[src/rtl/onewire_byte_reader.sv]
// 1-Wire read sequencer: issues NUM_BYTES*8 read slots and assembles LSB-first bytes onto a valid/ready stream.
// Optional Dallas CRC-8 check over the whole transfer with `define ONEWIRE_CRC8_EN (adds crc_ok port).
module onewire_byte_reader #(
  parameter int NUM_BYTES = 1
) (
  input  logic       clk,
  input  logic       rst,
  input  logic       start,
  output logic       busy,
  output logic       bit_start,
  input  logic       bit_done,
  input  logic       bit_in,
  output logic [7:0] byte_data,
  output logic       byte_valid,
  input  logic       byte_ready,
  output logic       done
`ifdef ONEWIRE_CRC8_EN
  ,
  output logic       crc_ok
`endif
);

  typedef enum logic [1:0] {S_IDLE, S_REQ, S_WAIT, S_PUSH} state_t;

  state_t     r_state;
  logic [2:0] r_bit_cnt;
  logic [7:0] r_byte_cnt;
  logic [7:0] r_sr;
  logic [7:0] r_byte_data;
  logic       r_busy, r_bit_start, r_byte_valid, r_done;

  logic [7:0] w_sr_nxt;
  logic       w_last_byte, w_bit_take, w_start_take;

  assign w_sr_nxt     = {bit_in, r_sr[7:1]};
  assign w_last_byte  = (r_byte_cnt == 8'(NUM_BYTES - 1));
  // A bit_done coinciding with our own bit_start belongs to an earlier slot.
  assign w_bit_take   = (r_state == S_WAIT) && bit_done && !r_bit_start;
  assign w_start_take = (r_state == S_IDLE) && start;

  always_ff @(posedge clk or posedge rst) begin
    if (rst) begin
      r_state      <= S_IDLE;
      r_bit_cnt    <= '0;
      r_byte_cnt   <= '0;
      r_sr         <= '0;
      r_byte_data  <= '0;
      r_busy       <= 1'b0;
      r_bit_start  <= 1'b0;
      r_byte_valid <= 1'b0;
      r_done       <= 1'b0;
    end else begin
      r_bit_start <= 1'b0;
      r_done      <= 1'b0;
      case (r_state)
        S_IDLE: if (w_start_take) begin
          r_busy     <= 1'b1;
          r_bit_cnt  <= '0;
          r_byte_cnt <= '0;
          r_state    <= S_REQ;
        end
        S_REQ: begin
          r_bit_start <= 1'b1;
          r_state     <= S_WAIT;
        end
        S_WAIT: if (w_bit_take) begin
          r_sr      <= w_sr_nxt;
          r_bit_cnt <= r_bit_cnt + 3'd1;
          if (r_bit_cnt == 3'd7) begin
            r_byte_data  <= w_sr_nxt;
            r_byte_valid <= 1'b1;
            r_state      <= S_PUSH;
          end else begin
            r_state <= S_REQ;
          end
        end
        S_PUSH: if (r_byte_valid && byte_ready) begin
          r_byte_valid <= 1'b0;
          if (w_last_byte) begin
            r_byte_cnt <= '0;
            r_done     <= 1'b1;
            r_busy     <= 1'b0;
            r_state    <= S_IDLE;
          end else begin
            r_byte_cnt <= r_byte_cnt + 8'd1;
            r_state    <= S_REQ;
          end
        end
        default: r_state <= S_IDLE;
      endcase
    end
  end

  assign busy       = r_busy;
  assign bit_start  = r_bit_start;
  assign byte_data  = r_byte_data;
  assign byte_valid = r_byte_valid;
  assign done       = r_done;

`ifdef ONEWIRE_CRC8_EN
  logic [7:0] r_crc, w_crc_nxt;
  logic       r_crc_ok, w_fb;

  // Reflected x^8+x^5+x^4+1, one bit per accepted slot result.
  assign w_fb      = r_crc[0] ^ bit_in;
  assign w_crc_nxt = (r_crc >> 1) ^ (w_fb ? 8'h8C : 8'h00);

  always_ff @(posedge clk or posedge rst) begin
    if (rst) begin
      r_crc    <= '0;
      r_crc_ok <= 1'b0;
    end else if (w_start_take) begin
      r_crc    <= '0;
      r_crc_ok <= 1'b0;
    end else if (w_bit_take) begin
      r_crc <= w_crc_nxt;
      if (r_bit_cnt == 3'd7 && w_last_byte) r_crc_ok <= (w_crc_nxt == 8'h00);
    end
  end

  assign crc_ok = r_crc_ok;
`endif

endmodule

[config.mk]
export PLATFORM = sky130hd
export DESIGN_NAME = onewire_byte_reader
export DESIGN_NICKNAME = d
export VERILOG_FILES = /design/src/rtl/onewire_byte_reader.sv
export SDC_FILE = /design/constraint.sdc
export NUM_CORES = 1
export LEC_CHECK = 0
export ABC_CLOCK_PERIOD_IN_PS = 2000
export CAP_MARGIN = 20
export CORE_MARGIN = 3
export CORE_UTILIZATION = 54
export CTS_CLUSTER_DIAMETER = 30
export CTS_CLUSTER_SIZE = 14
export DETAILED_ROUTE_END_ITERATION = 8
export PLACE_DENSITY = 0.85
export SKIP_CTS_REPAIR_TIMING = 1
export SYNTH_ARGS = -nofsm -noshare
export SYNTH_HDL_FRONTEND = slang
export SYNTH_SLANG_ARGS = --single-unit
[constraint.sdc]
create_clock -name clk -period 2 [get_ports clk]
set_input_delay 0.4 -clock clk [delete_from_list [all_inputs] [get_ports clk]]
set_output_delay 0.4 -clock clk [all_outputs]
set_load 0.05 [all_outputs]
# After elaboration in Yosys (flattened, before gate mapping)
# Cells that the tools add are included.
# op_classes
reduce_logical,17
addsub,2
n_mux,25
eq_ne,9
# ops
operator,n
two-way mux 8 bit,3
one-hot mux 8 bit (2 select lines),1
AND reduction 3 bit,4
two-way mux 1 bit,11
"adder 8 x 1 -> 8 bit, second input constant",1
zero test 8 bit,1
two-way mux 2 bit,4
"!= test 2 bit, second input constant",4
one-hot mux 2 bit (4 select lines),1
AND reduction 4 bit,2
two-way mux 3 bit,2
one-hot mux 3 bit (2 select lines),1
nonzero test 2 bit,3
"equality test 2 bit, second input constant",2
logical AND 1 bit,4
one-hot mux 1 bit (2 select lines),2
"adder 3 x 1 -> 3 bit, second input constant",1
"equality test 3 bit, second input constant",1
"equality test 2 x 1 -> 1 bit, second input constant",1
zero test 2 bit,1
"!= test 2 x 1 -> 1 bit, second input constant",1
AND reduction 2 bit,1
zero test 1 bit,1
# word_totals
wordCells,62
register_bits,33
output_inout_bits,12
in_bits,6

# Depth between registers and ports, before layout
# Gate-level depths: netlist of the first run.
# depth
word_depth,5
depth_mapped,7
ltp_nobuf,6

# Worst setup path after synthesis of the first run
# OpenSTA, ideal clock, no wires.
# synth_path
kind,register to register
start,"register r_bit_start, in the netlist bit_start"
end,"register r_byte_data[0], in the netlist byte_data[0]"
n_path_buf,1
arrival_time_ns,1.548
setup_slack_ns,0.327
path_stages_with_launch,6
required_ns,1.875
setup_ns,0.125
period_less_slack_ns,1.673
cell_sequence,dfrtp_1 nor3b_4 and2_4 buf_12 nand2_8 mux2_4
# synth_between
elab_chain_len,3
# synth_rtl
item,line_no,rtl
"start, declared",30,"logic r_busy, r_bit_start, r_byte_valid, r_done;"
"start signal, assigned",49,r_bit_start <= 1'b0;
"start signal, assigned",53,r_bit_start <= 1'b0;
"start signal, assigned",63,r_bit_start <= 1'b1;
zero test 1 bit,38,assign w_bit_take = (r_state == S_WAIT) && bit_done && !r_bit_start;
logical AND 1 bit,38,
AND reduction 3 bit (no source line),n/a,
"end signal, assigned",70,r_byte_data <= w_sr_nxt;
"end, declared",29,logic [7:0] r_byte_data;
# Every way passes these cells.
# A chain may end at the register's enable or synchronous reset.

# Worst setup path in the final report of the first run
# layout_path
start,"register r_byte_data[6], in the netlist byte_data[6]"
end,output port byte_data[6]
# layout_lines
item,line_no,rtl
"end, declared",13,"output logic [7:0] byte_data,"
# No word-level cell between the ends.

==> results of run 1 <==
-- flip-flops by register name (all words and copies together), names as in the netlist --
name and cells:
byte_data 8, r_byte_cnt 8, r_sr 7, r_bit_cnt 3, r_state 2, bit_start 1, busy 1, byte_valid 1
done 1
-- metrics by stage --
stage	std cells	area [µm²]	worst slack [ps]
3_5_place_dp	172	1720	62.3
6_report	180	1810	73.6
3_3_place_gp	172	1720	81.2
4_1_cts	180	1800	-27.2
5_1_grt	180	1810	9.00
2_1_floorplan	126	1530	327
-- cells in the mapped netlist, types with 2 or more instances --
cell type | number | area (µm²)
a21oi_1 | 3 | 15.0
a22o_1 | 5 | 43.8
buf_2 | 2 | 10.0
dfrtp_1 | 32 | 801
ha_1 | 4 | 50.1
inv_1 | 5 | 18.8
mux2_2 | 8 | 90.1
mux2_4 | 8 | 120
nand2_1 | 11 | 41.3
nand2b_1 | 2 | 12.5
nand3_1 | 8 | 40.0
nand4_1 | 2 | 12.5
nor2_1 | 4 | 15.0
nor3_1 | 2 | 10.0
o211ai_1 | 2 | 15.0
o21a_1 | 2 | 15.0
o21ai_0 | 7 | 35.0
-- kinds of logic (layout without fill, tap and decap cells) --
kind of cell	count (synthesis)	count (layout)	synth area share
adders and majority gates	4	4	0.0327
muxes	16	16	0.137
buffers and inverters	9	33	0.0392
and+or+nand+nor	38	38	0.146
AOI/OAI and AO/OA	27	27	0.122
DFF	32	32	0.522
-- power breakdown --
group / switching [mW] / internal [mW]
clock: 0.216 / 0.262
combinational: 0.0258 / 0.0223
sequential: 0.00567 / 0.653
-- worst paths after layout --
path | from | to | slack, ps | cells past startpoint
min | rst | r_sr[2] | 430 | 3
min reg2reg | r_sr[1] | byte_data[0] | 520 | 1
max | byte_data[6] | byte_data[6] | 70 | 1
max reg2reg | r_byte_cnt[0] | r_byte_cnt[5] | 290 | 7
max in group asynchronous | rst | r_byte_cnt[3] | 1290 | 3
min in group clk | r_sr[1] | byte_data[0] | 520 | 1
-- metal layers --
| layer | track usage | vias to the layer above | share of wire |
|---|---|---|---|
| li1 | - | 506 | - |
| met1 | 0.206 | 480 | 0.44 |
| met2 | 0.284 | 29 | 0.47 |
| met3 | 0.0675 | 9 | 0.068 |
| met4 | 0.0874 | 0 | 0.026 |
| met5 | 0 | - | 0 |
-- final cells by class --
type	instances	area [µm²]	share of cell area
Sequential cell	32	801	0.444
Multi-Input combinational cell	85	672	0.372
Timing Repair Buffer	20	200	0.111
Clock buffer	6	41.3	0.0229
Tap cell	30	37.5	0.0208
Clock inverter	2	35.0	0.0194
Inverter	5	18.8	0.0104
==> results.py, run 1 <==
metrics = {
    "critical_path": {
        "critPathBufInv": 1,
        "path_class": "flip-flop to output pin",
        "critical_path_arrival_ps": 1530,
        "cp_max_fo": 2,
        "max_stage_delay_ps": 810,
        "critical-path-top-delay-family": "buffers and inverters",
        "cp-end-kind": "output pin",
        "crit_chain": "clkdlybuf4s50_1",
        "cp.required_ps": 1600,
        "cp_slowest_cell": "clkdlybuf4s50_1",
        "cp-start-kind": "flip-flop",
    },
    "yosys": {
        "ys_warn_count": 0,
        "synth.distinct_cells": 36,
        "synth.cell_area_um2": 1530,
        "synth_cells": 126,
        "avgSynthCellArea_um2": 12.2,
        "ys_seq_area_frac": 0.522,
        "synth_edf_count": 0,
        "synthesis.nets": 136,
        "synthArstFlopShare": 1.00,
        "synth-main-ff-cell": "dfrtp_1",
        "synth_seq_cells": 32,
    },
    "pwr": {
        "vdd_drop_max_v": 0.000629,
        "p_leak_nw": 0.878,
        "p_total_mw": 1.18,
        "power_density_nw_per_um2": 656,
    },
    "die": {
        "die_width_um": 59.3,
        "core_um2": 2590,
        "dieArea_um2": 3510,
        "rows": 18,
        "die_h_um": 59.3,
        "io_pins": 18,
        "initial_core_util": 0.592,
    },
    "cts": {
        "clk_latency_ps": 330,
        "cts_root_buffer": "clkbuf_4",
        "clkTransAtPathRegs_ps": 100,
        "cts_buffers": 5,
        "cts_sinks": 32,
        "cts_max_path_buffers": 2,
        "h-tree-depth": 2,
        "cts_tree": "done",
    },
    "layout": {
        "final_util": 0.697,
        "area_delta_synth_final_pct": 17.8,
        "nFillCells": 193,
        "diodes": 0,
        "layout_commonest_cell": "dfrtp_1",
        "nNetsFinal": 159,
        "final_cell_mix": "dfrtp_1, clkdlybuf4s50_1, nand2_1",
        "drive_gt1_frac": 0.200,
    },
    "min_path": {
        "hp-class": "primary input to asynchronous set/reset pin",
    },
    "placement": {
        "port-buffer-count": 17,
        "place.gp.congestion": 0.909,
        "hpwl_um": 1960,
    },
    "sta": {
        "max_freq_mhz": 519,
        "hold_slack_ps": 428,
        "setup_viol": 0,
        "period_needed_ps": 1930,
        "rsz0062_at_grt": "no",
        "fin_skew_ps": 7.09,
        "slew_violations": 0,
        "timing.slew.headroom": 0.655,
        "finalHoldViolCount": 0,
        "worst_slew_pin_slew_ps": 516,
        "timing.setup.tns_ps": 0,
        "fin_crit_sh": 0.963,
    },
    "route": {
        "wl_per_cell_um": 14.5,
        "wirelength_um": 2610,
        "drc_errors": 0,
        "dr.first_iter.drc_count": 15,
        "drtPass1Iterations": 4,
        "vias": 1024,
        "drtAntennaViolNets": 0,
        "viasPerCell": 5.69,
    },
    "global_routing": {
        "grt_max_degree": 33,
        "grt_pass1_vias": 971,
        "track_usage": 0.177,
        "gr-total-overflow": 0,
        "grt_first_pass_wirelength_um": 4460,
        "antenna_found_initial": 0,
    },
    "run_status": {
        "status": "complete, no violations",
    },
    "flow_run": {
        "maxCapViolations": 0,
    },
}
No activity file was read; power rests on OpenSTA's default activity.
==> run 2, diff against run 1 <==
--- a/config.mk
+++ b/config.mk
@@ -14,6 +14,7 @@
 export DETAILED_ROUTE_END_ITERATION = 8
 export PLACE_DENSITY = 0.85
 export SKIP_CTS_REPAIR_TIMING = 1
+export SLEW_MARGIN = 20
 export SYNTH_ARGS = -nofsm -noshare
 export SYNTH_HDL_FRONTEND = slang
 export SYNTH_SLANG_ARGS = --single-unit
==> results of run 2 <==
Final layout, timing and power as in run 1 (identical DEF).
